`config.mk`:
```
export PLATFORM = sky130hd
export DESIGN_NAME = vga_timing_gen
export DESIGN_NICKNAME = d
export VERILOG_FILES = /design/src/rtl/vga_timing_pkg.sv /design/src/rtl/clk_enable_div.sv /design/src/rtl/vga_timing_gen.sv
export SDC_FILE = /design/constraint.sdc
export NUM_CORES = 1
export LEC_CHECK = 0
export ABC_AREA = 1
export CAP_MARGIN = 20
export CORE_AREA = 4 4 65 67
export DETAILED_ROUTE_END_ITERATION = 16
export DIE_AREA = 0 0 69 71
export GPL_TIMING_DRIVEN = 0
export PLACE_DENSITY = 0.76
export SLEW_MARGIN = 20
export SYNTH_ARGS = -nofsm -noshare
export SYNTH_HDL_FRONTEND = slang
export SYNTH_HIERARCHICAL = 1
export SYNTH_SLANG_ARGS = --single-unit
```
`constraint.sdc`:
```
create_clock -name clk -period 2.05 [get_ports clk]
set_clock_uncertainty 0.15 [all_clocks]
set_input_delay 0.205 -clock clk [delete_from_list [all_inputs] [get_ports clk]]
set_output_delay 0.205 -clock clk [all_outputs]
set_load 0.01 [all_outputs]
```
`src/rtl/vga_timing_pkg.sv`:
```
// Shared 640x480@60 raster timing constants and small decode helpers used by
// the timing generator and by downstream pixel/colour generators.
package vga_timing_pkg;

    localparam int unsigned COUNT_W = 10;

    localparam int unsigned H_TOTAL_640      = 800;
    localparam int unsigned H_SYNC_640       = 96;
    localparam int unsigned H_DISP_START_640 = 144;
    localparam int unsigned H_DISP_END_640   = 784;

    localparam int unsigned V_TOTAL_480      = 525;
    localparam int unsigned V_SYNC_480       = 2;
    localparam int unsigned V_DISP_START_480 = 35;
    localparam int unsigned V_DISP_END_480   = 515;

    // Visible-area origin, so pixel generators can convert raster to screen coordinates
    localparam logic [COUNT_W-1:0] VIS_ORIGIN_X = 10'd144;
    localparam logic [COUNT_W-1:0] VIS_ORIGIN_Y = 10'd35;

    typedef struct packed {
        logic [COUNT_W-1:0] x;
        logic [COUNT_W-1:0] y;
    } raster_pos_t;

    // Limits are one bit wider than the counters so an exclusive bound of 1024 still works
    function automatic logic below(input logic [COUNT_W-1:0] val,
                                   input logic [COUNT_W:0]   lim);
        below = ({1'b0, val} < lim);
    endfunction

    function automatic logic in_window(input logic [COUNT_W-1:0] val,
                                       input logic [COUNT_W:0]   lo,
                                       input logic [COUNT_W:0]   hi);
        in_window = ({1'b0, val} >= lo) && ({1'b0, val} < hi);
    endfunction

endpackage

```
`src/rtl/clk_enable_div.sv`:
```
// Generic divide-by-DIV single-cycle enable: one registered pulse every DIV clocks,
// the first one DIV clocks after reset release.
module clk_enable_div #(
    parameter int unsigned DIV = 4
) (
    input  logic clk,
    input  logic rst,
    output logic o_en
);

    localparam int unsigned        CNT_W = (DIV > 1) ? $clog2(DIV) : 1;
    localparam logic [CNT_W-1:0]   LAST  = CNT_W'(DIV - 1);

    logic [CNT_W-1:0] r_cnt;
    logic             r_en;

    if (DIV < 1) begin : g_bad_div
        $error("clk_enable_div: DIV must be >= 1");
    end

    // Free-running divide counter; the enable is registered from the terminal count
    always_ff @(posedge clk or posedge rst) begin
        if (rst) begin
            r_cnt <= '0;
            r_en  <= 1'b0;
        end else begin
            r_en <= (r_cnt == LAST);
            if (r_cnt == LAST) begin
                r_cnt <= '0;
            end else begin
                r_cnt <= r_cnt + 1'b1;
            end
        end
    end

    assign o_en = r_en;

endmodule

```
`src/rtl/vga_timing_gen.sv`:
```
// Raster timing source: pixel enable, h/v counters, zero-skew registered sync and
// visible-area flags, plus frame_start / move_tick pacing pulses.
module vga_timing_gen
    import vga_timing_pkg::*;
#(
    parameter int unsigned CLK_DIV      = 4,
    parameter int unsigned H_TOTAL      = H_TOTAL_640,
    parameter int unsigned H_SYNC       = H_SYNC_640,
    parameter int unsigned H_DISP_START = H_DISP_START_640,
    parameter int unsigned H_DISP_END   = H_DISP_END_640,
    parameter int unsigned V_TOTAL      = V_TOTAL_480,
    parameter int unsigned V_SYNC       = V_SYNC_480,
    parameter int unsigned V_DISP_START = V_DISP_START_480,
    parameter int unsigned V_DISP_END   = V_DISP_END_480,
    parameter int unsigned MOVE_DIV     = 2
) (
    input  logic               clk,
    input  logic               rst,
    output logic               pix_en,
    output logic [COUNT_W-1:0] hCount,
    output logic [COUNT_W-1:0] vCount,
    output logic               hSync,
    output logic               vSync,
    output logic               bright,
    output logic               frame_start,
    output logic               move_tick
);

    localparam logic [COUNT_W-1:0] H_LAST = COUNT_W'(H_TOTAL - 1);
    localparam logic [COUNT_W-1:0] V_LAST = COUNT_W'(V_TOTAL - 1);
    localparam logic [COUNT_W:0]   H_SYNC_X  = (COUNT_W+1)'(H_SYNC);
    localparam logic [COUNT_W:0]   H_START_X = (COUNT_W+1)'(H_DISP_START);
    localparam logic [COUNT_W:0]   H_END_X   = (COUNT_W+1)'(H_DISP_END);
    localparam logic [COUNT_W:0]   V_SYNC_X  = (COUNT_W+1)'(V_SYNC);
    localparam logic [COUNT_W:0]   V_START_X = (COUNT_W+1)'(V_DISP_START);
    localparam logic [COUNT_W:0]   V_END_X   = (COUNT_W+1)'(V_DISP_END);

    localparam int unsigned        FC_W    = (MOVE_DIV > 1) ? $clog2(MOVE_DIV) : 1;
    localparam logic [FC_W-1:0]    FC_LAST = FC_W'(MOVE_DIV - 1);

    if (!(H_SYNC < H_DISP_START && H_DISP_START < H_DISP_END &&
          H_DISP_END <= H_TOTAL && H_TOTAL <= 1024)) begin : g_bad_h
        $error("vga_timing_gen: illegal horizontal timing parameters");
    end
    if (!(V_SYNC < V_DISP_START && V_DISP_START < V_DISP_END &&
          V_DISP_END <= V_TOTAL && V_TOTAL <= 1024)) begin : g_bad_v
        $error("vga_timing_gen: illegal vertical timing parameters");
    end
    if (CLK_DIV < 1 || MOVE_DIV < 1) begin : g_bad_div
        $error("vga_timing_gen: CLK_DIV and MOVE_DIV must be >= 1");
    end

    logic               w_pix_en;
    logic [COUNT_W-1:0] w_h_next;
    logic [COUNT_W-1:0] w_v_next;
    logic               w_frame_wrap;

    logic [COUNT_W-1:0] r_h_count;
    logic [COUNT_W-1:0] r_v_count;
    logic               r_hsync;
    logic               r_vsync;
    logic               r_bright;
    logic               r_frame_start;
    logic               r_move_tick;
    logic [FC_W-1:0]    r_frame_cnt;

    clk_enable_div #(
        .DIV (CLK_DIV)
    ) u_pix_div (
        .clk  (clk),
        .rst  (rst),
        .o_en (w_pix_en)
    );

    // Next-state raster position; the sync/bright decode below is taken from this
    always_comb begin
        w_h_next     = r_h_count;
        w_v_next     = r_v_count;
        w_frame_wrap = 1'b0;
        if (w_pix_en) begin
            if (r_h_count == H_LAST) begin
                w_h_next = '0;
                if (r_v_count == V_LAST) begin
                    w_v_next     = '0;
                    w_frame_wrap = 1'b1;
                end else begin
                    w_v_next = r_v_count + 1'b1;
                end
            end else begin
                w_h_next = r_h_count + 1'b1;
            end
        end else begin
            w_frame_wrap = 1'b0;
        end
    end

    // Counters and registered decode advance together on the pixel enable
    always_ff @(posedge clk or posedge rst) begin
        if (rst) begin
            r_h_count <= '0;
            r_v_count <= '0;
            r_hsync   <= 1'b1;
            r_vsync   <= 1'b1;
            r_bright  <= 1'b0;
        end else if (w_pix_en) begin
            r_h_count <= w_h_next;
            r_v_count <= w_v_next;
            r_hsync   <= ~below(w_h_next, H_SYNC_X);
            r_vsync   <= ~below(w_v_next, V_SYNC_X);
            r_bright  <= in_window(w_h_next, H_START_X, H_END_X) &&
                         in_window(w_v_next, V_START_X, V_END_X);
        end
    end

    // Frame pacing: frame_start on each wrap to (0,0), move_tick every MOVE_DIV-th one
    always_ff @(posedge clk or posedge rst) begin
        if (rst) begin
            r_frame_start <= 1'b0;
            r_move_tick   <= 1'b0;
            r_frame_cnt   <= '0;
        end else begin
            r_frame_start <= w_frame_wrap;
            r_move_tick   <= w_frame_wrap && (r_frame_cnt == FC_LAST);
            if (w_frame_wrap) begin
                if (r_frame_cnt == FC_LAST) begin
                    r_frame_cnt <= '0;
                end else begin
                    r_frame_cnt <= r_frame_cnt + 1'b1;
                end
            end
        end
    end

    assign pix_en      = w_pix_en;
    assign hCount      = r_h_count;
    assign vCount      = r_v_count;
    assign hSync       = r_hsync;
    assign vSync       = r_vsync;
    assign bright      = r_bright;
    assign frame_start = r_frame_start;
    assign move_tick   = r_move_tick;

endmodule

```
==> impl_metrics.toml, run 1 <==
[run_status]
outcome = "complete, no violations"

[yosys]
ys_seq_area_share_pct = 44.2
synthCells = 231
yosysWarnings = 6
synth_area_leaders = "dfrtp_1 (41%), nand2_1 (15%), inv_1 (8.9%)"
synth.largest_area_cell = "dfrtp_1"
synth_cell_types = 24
yosys_register_bits = 29
avgSynthCellArea_um2 = 7.13
synth_fp_nets = 237
synth_area_mm2 = 0.00165
synth_top_area_share_pct = 41.0

[power]
switching_share_pct = 20.5
clkPwrFrac_pct = 44.3
p_leak_uw = 0.00114
ir_drop_v = 0.000358
power.internal_uw = 844
powerDensity_mw_per_mm2 = 446
p_switching_uw = 217
seqPwrFrac_pct = 54.0
combPwrFrac_pct = 1.7

[place]
dpl.hpwl_mm = 2.81
gp_congestion = 0.899
dp_slack_ns = -0.150
place.port_buffers = 27

[timing]
fmax_mhz = 489
tightestPinTransition_ns = 0.487
max_slew_margin_pct = 67.4
fin_crit_sh_pct = 99.8
final.min_clock_period_ns = 2.05
finalHoldViolations = 0
rsz0062_at_grt = "yes"
fin_ws_ns = 0.00372
tns_ns = 0
setup_viol = 0
maxSlewViolCount = 0

[cts]
clk_pin_slew_ns = 0.06
clk_latency_ns = 0.28
cts_tree = "done"
cts.sinks = 29
htreeDepth = 2
numCtsBuffers = 5
cts_buffer_depth = 2
clock-root-buffer = "clkbuf_8"

[floorplanning]
die_area_mm2 = 0.00490
die_w_um = 69
die_h_um = 71
start_util_pct = 45.4
rows = 22
num_io_pins = 28
core_mm2 = 0.00363

[finish]
num-fill-cells = 289
area.growth.synth_to_final_pct = 44.3
post-route-util_pct = 65.5
diodes = 0
num-nets-final = 287
seq_area_um2 = 733
multi_input_area_um2 = 921
drive_gt1_share_pct = 26.7

[grt]
grt_pass1_vias = 1488
gr-total-overflow = 0
grt_pass1_wl_mm = 6.64
grt.total_usage_pct = 16.6
grt_max_degree = 27
antenna_found_initial = 0

[worst_setup_path]
crit_fanout = 5
critPathKind = "register to register"
cp-end-kind = "register"
cp.required_ns = 2.07
worst_setup_path_start_kind = "register"
cp_data_arrival_time_ns = 2.06

[detailed_routing]
drtPass1Iterations = 4
num_vias = 1681
viasPerCell = 5.11
routedWlPerCell_um = 13.2
first_iter_violations = 190
route.detailed.drc = 0
drt_wl_total_mm = 4.34
route.antenna.remaining_nets = 0

[worst_hold_path]
min_path_type = "register to register"

[flow_run]
maxCapViolations = 0
[metal layers]
layer,part of all wire (%),vias up,track usage [%]
met4,2.1,0,7.38
met3,6.8,9,4.12
met1,42,784,22.3
met2,49,69,25.4
met5,0,-,0
li1,-,819,-
[logic make-up (layout without fill, tap and decap cells)]
family | after synthesis | count (layout) | share of synthesized area, %
adders and majority gates | 4 | 4 | 3.04
DFF | 29 | 29 | 44.2
AOI/OAI and AO/OA | 10 | 10 | 3.42
xor gates and xnor gates | 4 | 4 | 2.13
buffers and inverters | 43 | 93 | 10.3
and+or+nand+nor | 141 | 141 | 36.9
[power groups by stage]
| stage | Combinational, µW | Sequential (µW) | Clock [µW] |
|---|---|---|---|
| floorplan | 8.61 | 583 | 0 |
| global placement | 13.7 | 583 | 0 |
| detailed placement | 14.0 | 583 | 0 |
| CTS | 15.5 | 573 | 477 |
| global route | 21.7 | 572 | 502 |
| finish | 18.0 | 573 | 470 |
[final cells by class]
| type | instances | area share, % |
|---|---|---|
| plain buffers | 3 | 0.999 |
| clock buffers | 7 | 3.63 |
| inverters | 40 | 6.31 |
| multi-input cells | 159 | 38.7 |
| flip-flops and latches | 29 | 30.8 |
| well taps | 48 | 2.52 |
| repair buffers | 43 | 17.0 |
[worst paths after layout]
| kind | startpoint | endpoint | slack [ns] | cells past startpoint |
|---|---|---|---|---|
| min | u_pix_div/r_cnt[0] | u_pix_div/r_cnt[0] | 0.28 | 1 |
| max in group asynchronous | rst | hSync | 0.63 | 4 |
| min reg2reg | u_pix_div/r_cnt[0] | u_pix_div/r_cnt[0] | 0.28 | 1 |
| min in group asynchronous | rst | u_pix_div/r_cnt[0] | 0.53 | 3 |
| max reg2reg | hCount[1] | bright | 0.004 | 12 |
| max | hCount[1] | bright | 0.004 | 12 |
[Yosys cell counts]
master / instances
nand3b_1: 1
nor3_1: 2
dfstp_2: 2
nor2_2: 5
buf_2: 1
nand4_1: 6
a21oi_1: 4
ha_1: 4
o21ai_2: 1
xor2_1: 2
a31oi_1: 2
dfrtp_1: 27
nand2_2: 1
nand4_2: 1
buf_6: 1
xnor2_1: 2
nand2_1: 68
buf_1: 1
nand3_1: 22
inv_2: 1
nand3_2: 1
o21ai_0: 3
nor2_1: 34
inv_1: 39
[placed cells by master, fill, tap and decap left out, types with 6 or more instances in the layout]
cell / Yosys / final
buf_4: 0 / 14
clkbuf_8: 0 / 6
clkdlybuf4s50_1: 0 / 27
dfrtp_1: 27 / 23
inv_1: 39 / 36
nand2_1: 68 / 58
nand2_2: 1 / 11
nand3_1: 22 / 17
nand4_1: 6 / 6
nor2_1: 34 / 19
nor2_2: 5 / 12
nor2_4: 0 / 8
[per-stage QoR]
step / instance area (µm²) / hold WS [ns] / total power (µW) / std cells
2_1_floorplan: 1650 / -0.191 / 592 / 231
3_3_place_gp: 1980 / 0.259 / 597 / 306
3_5_place_dp: 1980 / 0.258 / 597 / 306
4_1_cts: 2110 / 0.287 / 1070 / 316
5_1_grt: 2380 / 0.298 / 1100 / 329
6_report: 2380 / 0.279 / 1060 / 329
[what timing repair did]
action,CTS,global route
pin swaps,0,16
buffers inserted,2,12
endpoints found under the hold margin,3,0
hold buffers,1,0
resized for setup,5,51
setup endpoints to repair,2,3
[worst max-delay path, stage by stage (launching register included)]
cell,delay [ns]
dfrtp_2,0.41
ha_4,0.17
nand2_2,0.07
nor2_4,0.19
nand3_4,0.13
nor2_4,0.18
nand4_1,0.13
nand2_2,0.12
nand3_1,0.09
nor2_2,0.11
nand2_1,0.06
nand3_1,0.06
nand2_1,0.05
[sequential cells by signal (all words and copies together) (netlist names)]
signal / flops
hSync: 1
vCount: 10
frame_start: 1
u_pix_div/r_cnt: 2
move_tick: 1
hCount: 10
bright: 1
u_pix_div/o_en: 1
vSync: 1
r_frame_cnt: 1
Note: power is estimated with default switching activity, not from simulation.
==> run 2: changes to the inputs <==
--- a/config.mk
+++ b/config.mk
@@ -7,13 +7,12 @@
 export LEC_CHECK = 0
 export ABC_AREA = 1
 export CAP_MARGIN = 20
-export CORE_AREA = 4 4 65 67
+export CORE_AREA = 4 4 66 68
 export DETAILED_ROUTE_END_ITERATION = 16
-export DIE_AREA = 0 0 69 71
+export DIE_AREA = 0 0 70 72
 export GPL_TIMING_DRIVEN = 0
-export PLACE_DENSITY = 0.76
+export PLACE_DENSITY = 0.78
 export SLEW_MARGIN = 20
 export SYNTH_ARGS = -nofsm -noshare
 export SYNTH_HDL_FRONTEND = slang
-export SYNTH_HIERARCHICAL = 1
 export SYNTH_SLANG_ARGS = --single-unit
==> run 2 against run 1 <==
  * The flow now finishes with violations (negative setup slack)
  * Clock power up 30%
  * Register-to-register slack worse by 0.05 ns
  * Wire length up 13%
  * Critical path type unchanged
  * Via count up 9.2%
  * Sequential cell count unchanged
  * Combinational power up 7%
  * Power up 14%
  * Sequential share of layout area down 1.2 points
  * Utilization down 1.1 points
  * Global-route usage up 1.5 points
  * Maximum frequency down 2.4%
  * Non-clock buffer count down 2
==> impl_metrics.toml, run 2 <==
[detailed_routing]
route.detailed.drc = 0
first_iter_violations = 149
num_vias = 1836
viasPerCell = 5.16
routedWlPerCell_um = 13.8
route.antenna.remaining_nets = 0
drt_wl_total_mm = 4.91
drtPass1Iterations = 5

[cts]
clock-root-buffer = "clkbuf_8"
htreeDepth = 2
cts.sinks = 29
cts_buffer_depth = 2
clk_latency_ns = 0.29
numCtsBuffers = 5
cts_tree = "done"
hold_buffers = 0
clk_pin_slew_ns = 0.06

[run_status]
outcome = "finished with violations"
violations = "negative setup slack"

[yosys]
synth_edf_count = 0
synth_fp_nets = 263
synthTopCellsByCount = "nand2_1 (84), inv_1 (50), nor2_1 (28), dfrtp_1 (27), nand3_1 (21)"
yosysMostFrequentCell = "nand2_1"
synthCells = 257
synth_cell_types = 25
yosysWarnings = 0
synth.largest_area_cell = "dfrtp_1"
async_flop_share_pct = 100
ys_seq_area_share_pct = 41.4
synth_top_area_share_pct = 38.4
synth_area_mm2 = 0.00176
synthFlopType = "dfrtp_1"
yosys_register_bits = 29
synth_area_leaders = "dfrtp_1 (38%), nand2_1 (18%), inv_1 (11%)"
avgSynthCellArea_um2 = 6.85

[floorplanning]
die_w_um = 70
rows = 23
die_area_mm2 = 0.00504
num_io_pins = 28
core_mm2 = 0.00386
start_util_pct = 45.7
die_h_um = 72

[timing]
fmax_mhz = 477
maxSlewViolCount = 0
rsz0062_at_grt = "yes"
tightestPinTransition_ns = 0.512
max_slew_margin_pct = 65.8
setup_viol = 1
fin_ws_ns = -0.0456
fin_crit_sh_pct = 102
final.min_clock_period_ns = 2.10
finalHoldViolations = 0

[worst_setup_path]
reg2reg_slack_ns = -0.05
cp-end-kind = "register"
r2r_cells = 12
critPathKind = "register to register"
cp.required_ns = 2.08
cp_data_arrival_time_ns = 2.12
worst_setup_path_start_kind = "register"
crit_fanout = 4

[grt]
grt.total_usage_pct = 18.2
gr-total-overflow = 0
grt_pass1_wl_mm = 7.20
grt_max_degree = 20
grt_pass1_vias = 1615
antenna_found_initial = 0

[place]
dp_slack_ns = -0.0760
gp_congestion = 0.845
dpl.hpwl_mm = 3.13
place.port_buffers = 27

[power]
p_leak_uw = 0.00129
ir_drop_v = 0.000417
powerDensity_mw_per_mm2 = 486
finalPower_uw = 1210

[flow_run]
maxCapViolations = 0

[worst_hold_path]
min_path_type = "primary input to asynchronous set/reset pin"

[finish]
num-nets-final = 311
drive_gt1_share_pct = 25.2
area.growth.synth_to_final_pct = 40.9
layout.cells.most_common = "nand2_1"
final_cell_mix = "nand2_1 (70), inv_1 (47), clkdlybuf4s50_1 (27), dfrtp_1 (22), nor2_1 (20)"
post-route-util_pct = 64.3
diodes = 0
num-fill-cells = 331
==> run 2: changes by cell type in the layout (fill, tap and decap cells not counted), sizes merged, moves of 2 or more <==
cell    delta
o21bai     +2
inv       +12
nand2     +18
nor2       -4
nand4      +3
xnor2      -2
==> run 2: cell families (layout without fill, tap and decap cells) <==
| family | Yosys count | count (layout) | synth area share [%] |
|---|---|---|---|
| and+or+nand+nor | 156 | 156 | 38.8 |
| buffers and inverters | 54 | 103 | 12.1 |
| DFF | 29 | 29 | 41.4 |
| AOI/OAI and AO/OA | 13 | 13 | 4.41 |
| adders and majority gates | 4 | 4 | 2.84 |
| xor gates and xnor gates | 1 | 1 | 0.498 |
==> run 2: area by class of cell <==
cell class	instances	area [µm²]	share of cell area, %
repair buffers	41	395	15.9
clock inverters	1	30.0	1.21
inverters	51	191	7.72
multi-input cells	174	960	38.7
well taps	50	62.6	2.52
flip-flops and latches	29	734	29.6
clock buffers	7	86.3	3.48
plain buffers	3	21.3	0.857
==> run 2: per-stage QoR <==
stage	hold WS [ns]	TNS (ns)	cells	cell area, µm²
2_1_floorplan	0.132	0	257	1760
3_3_place_gp	0.264	-0.0372	334	2090
3_5_place_dp	0.278	-0.0760	335	2120
4_1_cts	0.119	0	344	2270
5_1_grt	0.135	-0.218	356	2480
6_report	0.110	-0.0456	356	2480
==> run 2: worst paths after layout <==
kind	endpoint	start
min	vCount[9]	rst
max in group asynchronous	hSync	rst
max reg2reg	bright	hCount[6]
min reg2reg	u_pix_div.r_cnt[0]	u_pix_div.r_cnt[0]
min in group clk	u_pix_div.r_cnt[0]	u_pix_div.r_cnt[0]
max	bright	hCount[6]
==> run 2: worst max-delay path: stages, from the launching register on <==
cell	delay, ns
dfrtp_2	0.44
nor2_2	0.14
nand2_1	0.11
nor2_4	0.20
nand2_1	0.15
o21ai_0	0.30
nand2_2	0.12
nand2_2	0.10
nor2_1	0.05
nand3_1	0.07
nand2_1	0.05
nand3_1	0.07
nand2_1	0.05
==> run 2: repair_timing <==
action | 4_1_cts | 5_1_grt
gates resized for setup | 4 | 42
pin swaps | 0 | 32
endpoints found under the hold margin | 0 | 0
setup endpoints to repair | 1 | 2
gates cloned | 0 | 1
setup buffers | 1 | 11
==> run 2: routing by layer <==
| layer | global-route usage (%) | part of all wire [%] |
|---|---|---|
| met1 | 20.7 | 40 |
| met2 | 32.3 | 52 |
| met4 | 7.45 | 3.3 |
| met5 | 0 | 0 |
| met3 | 4.99 | 4.6 |
==> run 2: power breakdown <==
part | switching (µW) | internal (µW)
registers | 0 | 573
logic | 12.1 | 7.07
clock network | 218 | 396
